--- config.mk ---
export PLATFORM = sky130hd
export DESIGN_NAME = lmg_move_packer
export DESIGN_NICKNAME = d
export VERILOG_FILES = /design/src/rtl/lmg_pkg.sv /design/src/rtl/lmg_word_fifo.sv /design/src/rtl/lmg_move_packer.sv
export SDC_FILE = /design/constraint.sdc
export NUM_CORES = 2
export LEC_CHECK = 0
export ABC_AREA = 1
export CELL_PAD_IN_SITES_DETAIL_PLACEMENT = 0
export CELL_PAD_IN_SITES_GLOBAL_PLACEMENT = 1
export CORE_MARGIN = 8
export CORE_UTILIZATION = 54
export CTS_BUF_LIST = sky130_fd_sc_hd__clkbuf_4 sky130_fd_sc_hd__clkbuf_8
export CTS_CLUSTER_DIAMETER = 150
export DETAILED_ROUTE_END_ITERATION = 16
export MAX_ROUTING_LAYER = met4
export PLACE_DENSITY = 0.85
export SYNTH_ARGS = -nofsm -noshare
export SYNTH_HDL_FRONTEND = slang
export SYNTH_SLANG_ARGS = --single-unit
--- constraint.sdc ---
create_clock -name clk -period 18 [get_ports clk]
set_input_delay 3.6 -clock clk [delete_from_list [all_inputs] [get_ports clk]]
set_output_delay 3.6 -clock clk [all_outputs]
set_load 0.02 [all_outputs]
--- src/rtl/lmg_pkg.sv ---
// Shared types and constants for the legal-move-generator output packer.
// Optional build macro: LMG_MOVE_COUNT_EN (adds move_count output on the top).
package lmg_pkg;

  localparam int unsigned SLOT_W      = 19;
  localparam int unsigned SLOTS       = 8;
  localparam int unsigned WORD_W      = SLOT_W * SLOTS;  // 152
  localparam int unsigned MOVE_W      = 18;
  localparam int unsigned INVALID_OFS = 18;

  typedef logic [SLOT_W-1:0]             slot_t;
  typedef logic [SLOTS-1:0][SLOT_W-1:0]  word_t;

  localparam slot_t EMPTY_SLOT = 19'h40000;
  localparam word_t EMPTY_WORD = {SLOTS{EMPTY_SLOT}};

  typedef enum logic [1:0] {
    IDLE    = 2'd0,
    COLLECT = 2'd1,
    FLUSH   = 2'd2,
    DONE    = 2'd3
  } state_t;

  // A slot carrying a real move: invalid flag clear.
  function automatic slot_t mkSlot(input logic [MOVE_W-1:0] mv);
    return {1'b0, mv};
  endfunction

endpackage

--- src/rtl/lmg_word_fifo.sv ---
// Word FIFO between the move packer and the control block.
// Registered read port; an empty pop returns the all-invalid word.
module lmg_word_fifo
  import lmg_pkg::*;
#(
  parameter int unsigned DEPTH  = 16,
  parameter int unsigned ADDR_W = 4
) (
  input  logic  clk,
  input  logic  reset,
  input  logic  clear,
  input  logic  push,
  input  word_t pushData,
  input  logic  pop,
  output word_t dout,
  output logic  full,
  output logic  empty
);

  localparam logic [ADDR_W:0] PTR_ONE = 1;

  word_t             mem [DEPTH];
  logic [ADDR_W:0]   wptr;
  logic [ADDR_W:0]   rptr;
  logic              doPush;
  logic              doPop;

  assign empty  = (wptr == rptr);
  assign full   = (wptr[ADDR_W] != rptr[ADDR_W]) &&
                  (wptr[ADDR_W-1:0] == rptr[ADDR_W-1:0]);
  assign doPush = push && !full && !clear;
  assign doPop  = pop && !empty;

  // Storage array; no reset needed, pointers define validity.
  always_ff @(posedge clk) begin
    if (doPush) mem[wptr[ADDR_W-1:0]] <= pushData;
  end

  // Pointers and registered read word.
  always_ff @(posedge clk or posedge reset) begin
    if (reset) begin
      wptr <= '0;
      rptr <= '0;
      dout <= EMPTY_WORD;
    end else if (clear) begin
      wptr <= '0;
      rptr <= '0;
      dout <= EMPTY_WORD;
    end else begin
      if (doPush) wptr <= wptr + PTR_ONE;
      if (pop) begin
        if (doPop) begin
          dout <= mem[rptr[ADDR_W-1:0]];
          rptr <= rptr + PTR_ONE;
        end else begin
          dout <= EMPTY_WORD;
        end
      end
    end
  end

endmodule

--- src/rtl/lmg_move_packer.sv ---
// Packs 18-bit moves eight to a word, pads the last partial word with
// invalid slots and buffers words for the control block.
// Optional build macro: LMG_MOVE_COUNT_EN (saturating accepted-move counter).
module lmg_move_packer
  import lmg_pkg::*;
#(
  parameter int unsigned FIFO_DEPTH = 16,
  parameter int unsigned ADDR_W     = 4
) (
  input  logic              clk,
  input  logic              reset,
  input  logic              start,
  input  logic              move_valid,
  input  logic [MOVE_W-1:0] move_data,
  output logic              move_ready,
  input  logic              gen_done,
  input  logic              rden,
  output logic [WORD_W-1:0] fifo_out,
  output logic              fifo_empty,
  output logic              done
`ifdef LMG_MOVE_COUNT_EN
  ,
  output logic [9:0]        move_count
`endif
);

  state_t      state;
  state_t      nextState;
  word_t       slots;
  logic [2:0]  slotCnt;
  logic [2:0]  cntAfter;
  logic        accept;
  logic        push;
  word_t       pushWord;
  word_t       fifoWord;
  logic        fifoFull;

  // A move presented alongside start is dropped: start wins.
  assign accept   = (state == COLLECT) && move_valid && move_ready && !start;
  assign cntAfter = accept ? (slotCnt + 3'd1) : slotCnt;
  assign fifo_out = fifoWord;

  // State register.
  always_ff @(posedge clk or posedge reset) begin
    if (reset) state <= IDLE;
    else       state <= nextState;
  end

  // Next-state selection; start restarts from any state.
  always_comb begin
    nextState = state;
    if (start) begin
      nextState = COLLECT;
    end else begin
      unique case (state)
        COLLECT: if (gen_done) nextState = (cntAfter != 3'd0) ? FLUSH : DONE;
        FLUSH:   if (!fifoFull) nextState = DONE;
        default: ;
      endcase
    end
  end

  // Handshake, done flag and FIFO write selection.
  always_comb begin
    move_ready = 1'b0;
    done       = 1'b0;
    push       = 1'b0;
    pushWord   = slots;
    unique case (state)
      COLLECT: begin
        move_ready = !(slotCnt == 3'd7 && fifoFull);
        if (accept && slotCnt == 3'd7) begin
          push                 = 1'b1;
          pushWord[SLOTS-1]    = mkSlot(move_data);
        end
      end
      FLUSH:   push = !fifoFull && !start;
      DONE:    done = 1'b1;
      default: ;
    endcase
  end

  // Slot register: unfilled slots always hold the invalid pattern, so the
  // flush word is simply the register contents.
  always_ff @(posedge clk or posedge reset) begin
    if (reset) begin
      slots   <= EMPTY_WORD;
      slotCnt <= '0;
    end else if (start) begin
      slots   <= EMPTY_WORD;
      slotCnt <= '0;
    end else if (accept) begin
      if (slotCnt == 3'd7) slots <= EMPTY_WORD;
      else                 slots[slotCnt] <= mkSlot(move_data);
      slotCnt <= slotCnt + 3'd1;
    end else if (state == FLUSH && !fifoFull) begin
      slots   <= EMPTY_WORD;
      slotCnt <= '0;
    end
  end

`ifdef LMG_MOVE_COUNT_EN
  // Saturating count of accepted moves for the current board.
  always_ff @(posedge clk or posedge reset) begin
    if (reset)                             move_count <= '0;
    else if (start)                        move_count <= '0;
    else if (accept && move_count != '1)   move_count <= move_count + 10'd1;
  end
`endif

  lmg_word_fifo #(
    .DEPTH  (FIFO_DEPTH),
    .ADDR_W (ADDR_W)
  ) uFifo (
    .clk      (clk),
    .reset    (reset),
    .clear    (start),
    .push     (push),
    .pushData (pushWord),
    .pop      (rden),
    .dout     (fifoWord),
    .full     (fifoFull),
    .empty    (fifo_empty)
  );

endmodule

==> impl_metrics.json <==
{
  "port_buffers": 178,
  "yosysTopAreaCell": "edfxtp_1",
  "finalSetupViolCount": 0,
  "worst_pin_slew_ns": 1.31,
  "ys.flop_type": "edfxtp_1",
  "critPathCaptureType": "register",
  "tritoncts": "built",
  "ios": 179,
  "vias_per_cell": 6.21,
  "grt_pass1_wl_um": 425000,
  "h-tree-depth": 5,
  "fp-row-count": 163,
  "cts-root-buf": "clkbuf_8",
  "syn_inst": 7960,
  "wire_per_inst_um": 26.0,
  "wl_um": 289000,
  "cts_buffer_depth": 4,
  "min_period_ns": 8.48,
  "synth_common_cells": "2432 x edfxtp_1, 2399 x nand2_1, 886 x a21oi_1, 352 x clkbuf_1, 303 x dfrtp_1",
  "cp.arrival_ns": 9.16,
  "critPathLaunchType": "input pin",
  "yosys_warnings": 0,
  "grtUsageTotal_pct": 27.3,
  "ant_nets": 0,
  "synthToLayoutAreaGrowth_pct": 12.1,
  "yosysTopAreaCellShare_pct": 68.7,
  "grt.overflow.total": 0,
  "outcome": "finished clean",
  "power.density_nw_per_um2": 108,
  "initial_core_util_pct": 54.1,
  "relSlewSlack_pct": 12.4,
  "p_leak_nw": 42.9,
  "clock_sinks": 2751,
  "cts_made_buffers": 440,
  "fp.dieH_um": 460,
  "synth_seq_cells": 2751,
  "whs_path_depth": 2,
  "gp_congestion": 0.811,
  "yosysSeqAreaShare_pct": 76.2,
  "syn_area_um2": 106000,
  "clkSlewWorstSetupHoldPaths_ns": 0.07,
  "crit_required_ns": 18.68,
  "hp-class": "register to register",
  "num_vias": 69100,
  "first_pass_iters": 8,
  "crit_type": "input pin to register",
  "grt_max_degree": 219,
  "peakVddDrop_v": 0.0000815,
  "post-place-ws_ns": 8.49,
  "async_flop_share_pct": 11.6,
  "postLayoutCoreUtil_pct": 60.6,
  "synth_cell_type_count": 49,
  "drc_errors": 0,
  "cts_setup_buffers": 0,
  "dieArea_um2": 211000,
  "core_area_um2": 197000,
  "worstSkewPairLatency_ns": 1.12,
  "drive_above_1_share_pct": 10.4,
  "post-synth-top-count-cell": "edfxtp_1",
  "maxCapViolCount": 0,
  "hold_viol_final": 0,
  "die_w_um": 460,
  "fmax_mhz": 118,
  "grt_pass1_vias": 67800,
  "crit_fanout": 55,
  "clock_skew_ns": 0.0966,
  "syn_nets": 7995,
  "postLayoutSetupSlackWorst_ns": 9.52,
  "synth.avg_cell_area_um2": 13.4,
  "setup_tns_ns": 0,
  "rsz0062_at_grt": "false",
  "p_total_mw": 12.9,
  "dp_hpwl_um": 145000,
  "nets": 8183,
  "synth_edf_count": 2432,
  "fin_crit_sh_pct": 47.1,
  "cts_resized": 0,
  "antenna_found_initial": 10,
  "hold_buffers": 0,
  "drv_slew": 0,
  "first_iter_violations": 8907,
  "ys_top_cells_by_area": "edfxtp_1 69%, nand2_1 8.5%, dfrtp_1 7.1%",
  "worst_r2r_path_depth": 12
}
[registers in the layout, indices dropped and copies added, names as in the netlist]
name,cells
uFifo.mem,2432
uFifo.rptr,5
state,2
slotCnt,3
uFifo.wptr,5
slots,19
uFifo.dout,152
pushWord,133
[critical path, stage by stage]
cell and delay (ns):
clkdlybuf4s50_1 0.66, inv_2 0.36, nand4_2 0.26, o21bai_2 0.30, nand2_1 0.65, nor2_4 0.68
buf_4 0.72, buf_4 0.82, buf_4 0.97
[cells by family (layout without fill, tap and decap cells)]
logic type,count (synthesis),in the layout,synth area share (%)
other cells,0,7,0
compound gates,1868,1868,11.3
fa+ha+maj,11,11,0.129
buf+inv,584,1110,2.32
flops,2751,2751,76.2
xor+xnor,4,4,0.0330
simple gates,2742,2742,10.1
[final timing paths]
check,startpoint,to,slack (ns)
max,start,uFifo.mem[15][37],9.52
min,slots[151],slots[151],0.47
max reg2reg,uFifo.rptr[0],uFifo.mem[15][37],11.02
min reg2reg,slots[151],slots[151],0.47
max in group asynchronous,reset,uFifo.dout[98],12.53
min in group asynchronous,reset,uFifo.dout[89],3.10
[metrics by stage]
step                hold WS [ns]  cells  cell area, um^2
floorplan                  0.442   7960           106000
global placement           0.453  10300           110000
detailed placement         0.455  10300           110000
CTS                        0.466  11100           119000
global route               0.492  11100           119000
finish                     0.470  11100           119000
[area by class of cell]
cell class | count | area, um^2
diodes | 7 | 17.5
clock buffers | 646 | 7840
clock inverters | 134 | 1080
fillers | 14800 | 77400
inverters | 41 | 185
multi-input cells | 4625 | 22900
flip-flops and latches | 2751 | 81000
well taps | 2640 | 3300
repair buffers | 289 | 2750
[per-layer routing]
| layer | up-vias | track usage, % | routed length [um] |
|---|---|---|---|
| li1 | 29900 | - | - |
| met1 | 34700 | 35.8 | 111000 |
| met2 | 3899 | 42.8 | 138000 |
| met3 | 717 | 4.88 | 29100 |
| met4 | 0 | 10.7 | 11400 |
| met5 | - | - | 0 |
[cell usage in the layout (no fill, tap or decap), types with 48 or more instances in the layout]
cell type / netlist / final
edfxtp_1: 2432 / 2432
nand2_1: 2399 / 2398
a21oi_1: 886 / 886
clkbuf_8: 0 / 478
dfrtp_1: 303 / 300
a22oi_1: 248 / 248
o21ai_0: 186 / 186
clkdlybuf4s50_1: 0 / 178
clkbuf_4: 0 / 168
a32o_1: 164 / 164
nor2_1: 138 / 136
nand3_1: 132 / 132
a32oi_1: 104 / 104
buf_4: 10 / 100
clkinv_1: 1 / 76
o2111ai_1: 72 / 72
o22ai_1: 48 / 48
[power breakdown]
part           switching, mW  leakage [nW]  internal (mW)
clock network           2.38          4.74           3.04
logic                  0.359          12.7          0.134
registers             0.0581          25.4           6.93
No activity file was read; power rests on OpenSTA's default activity.
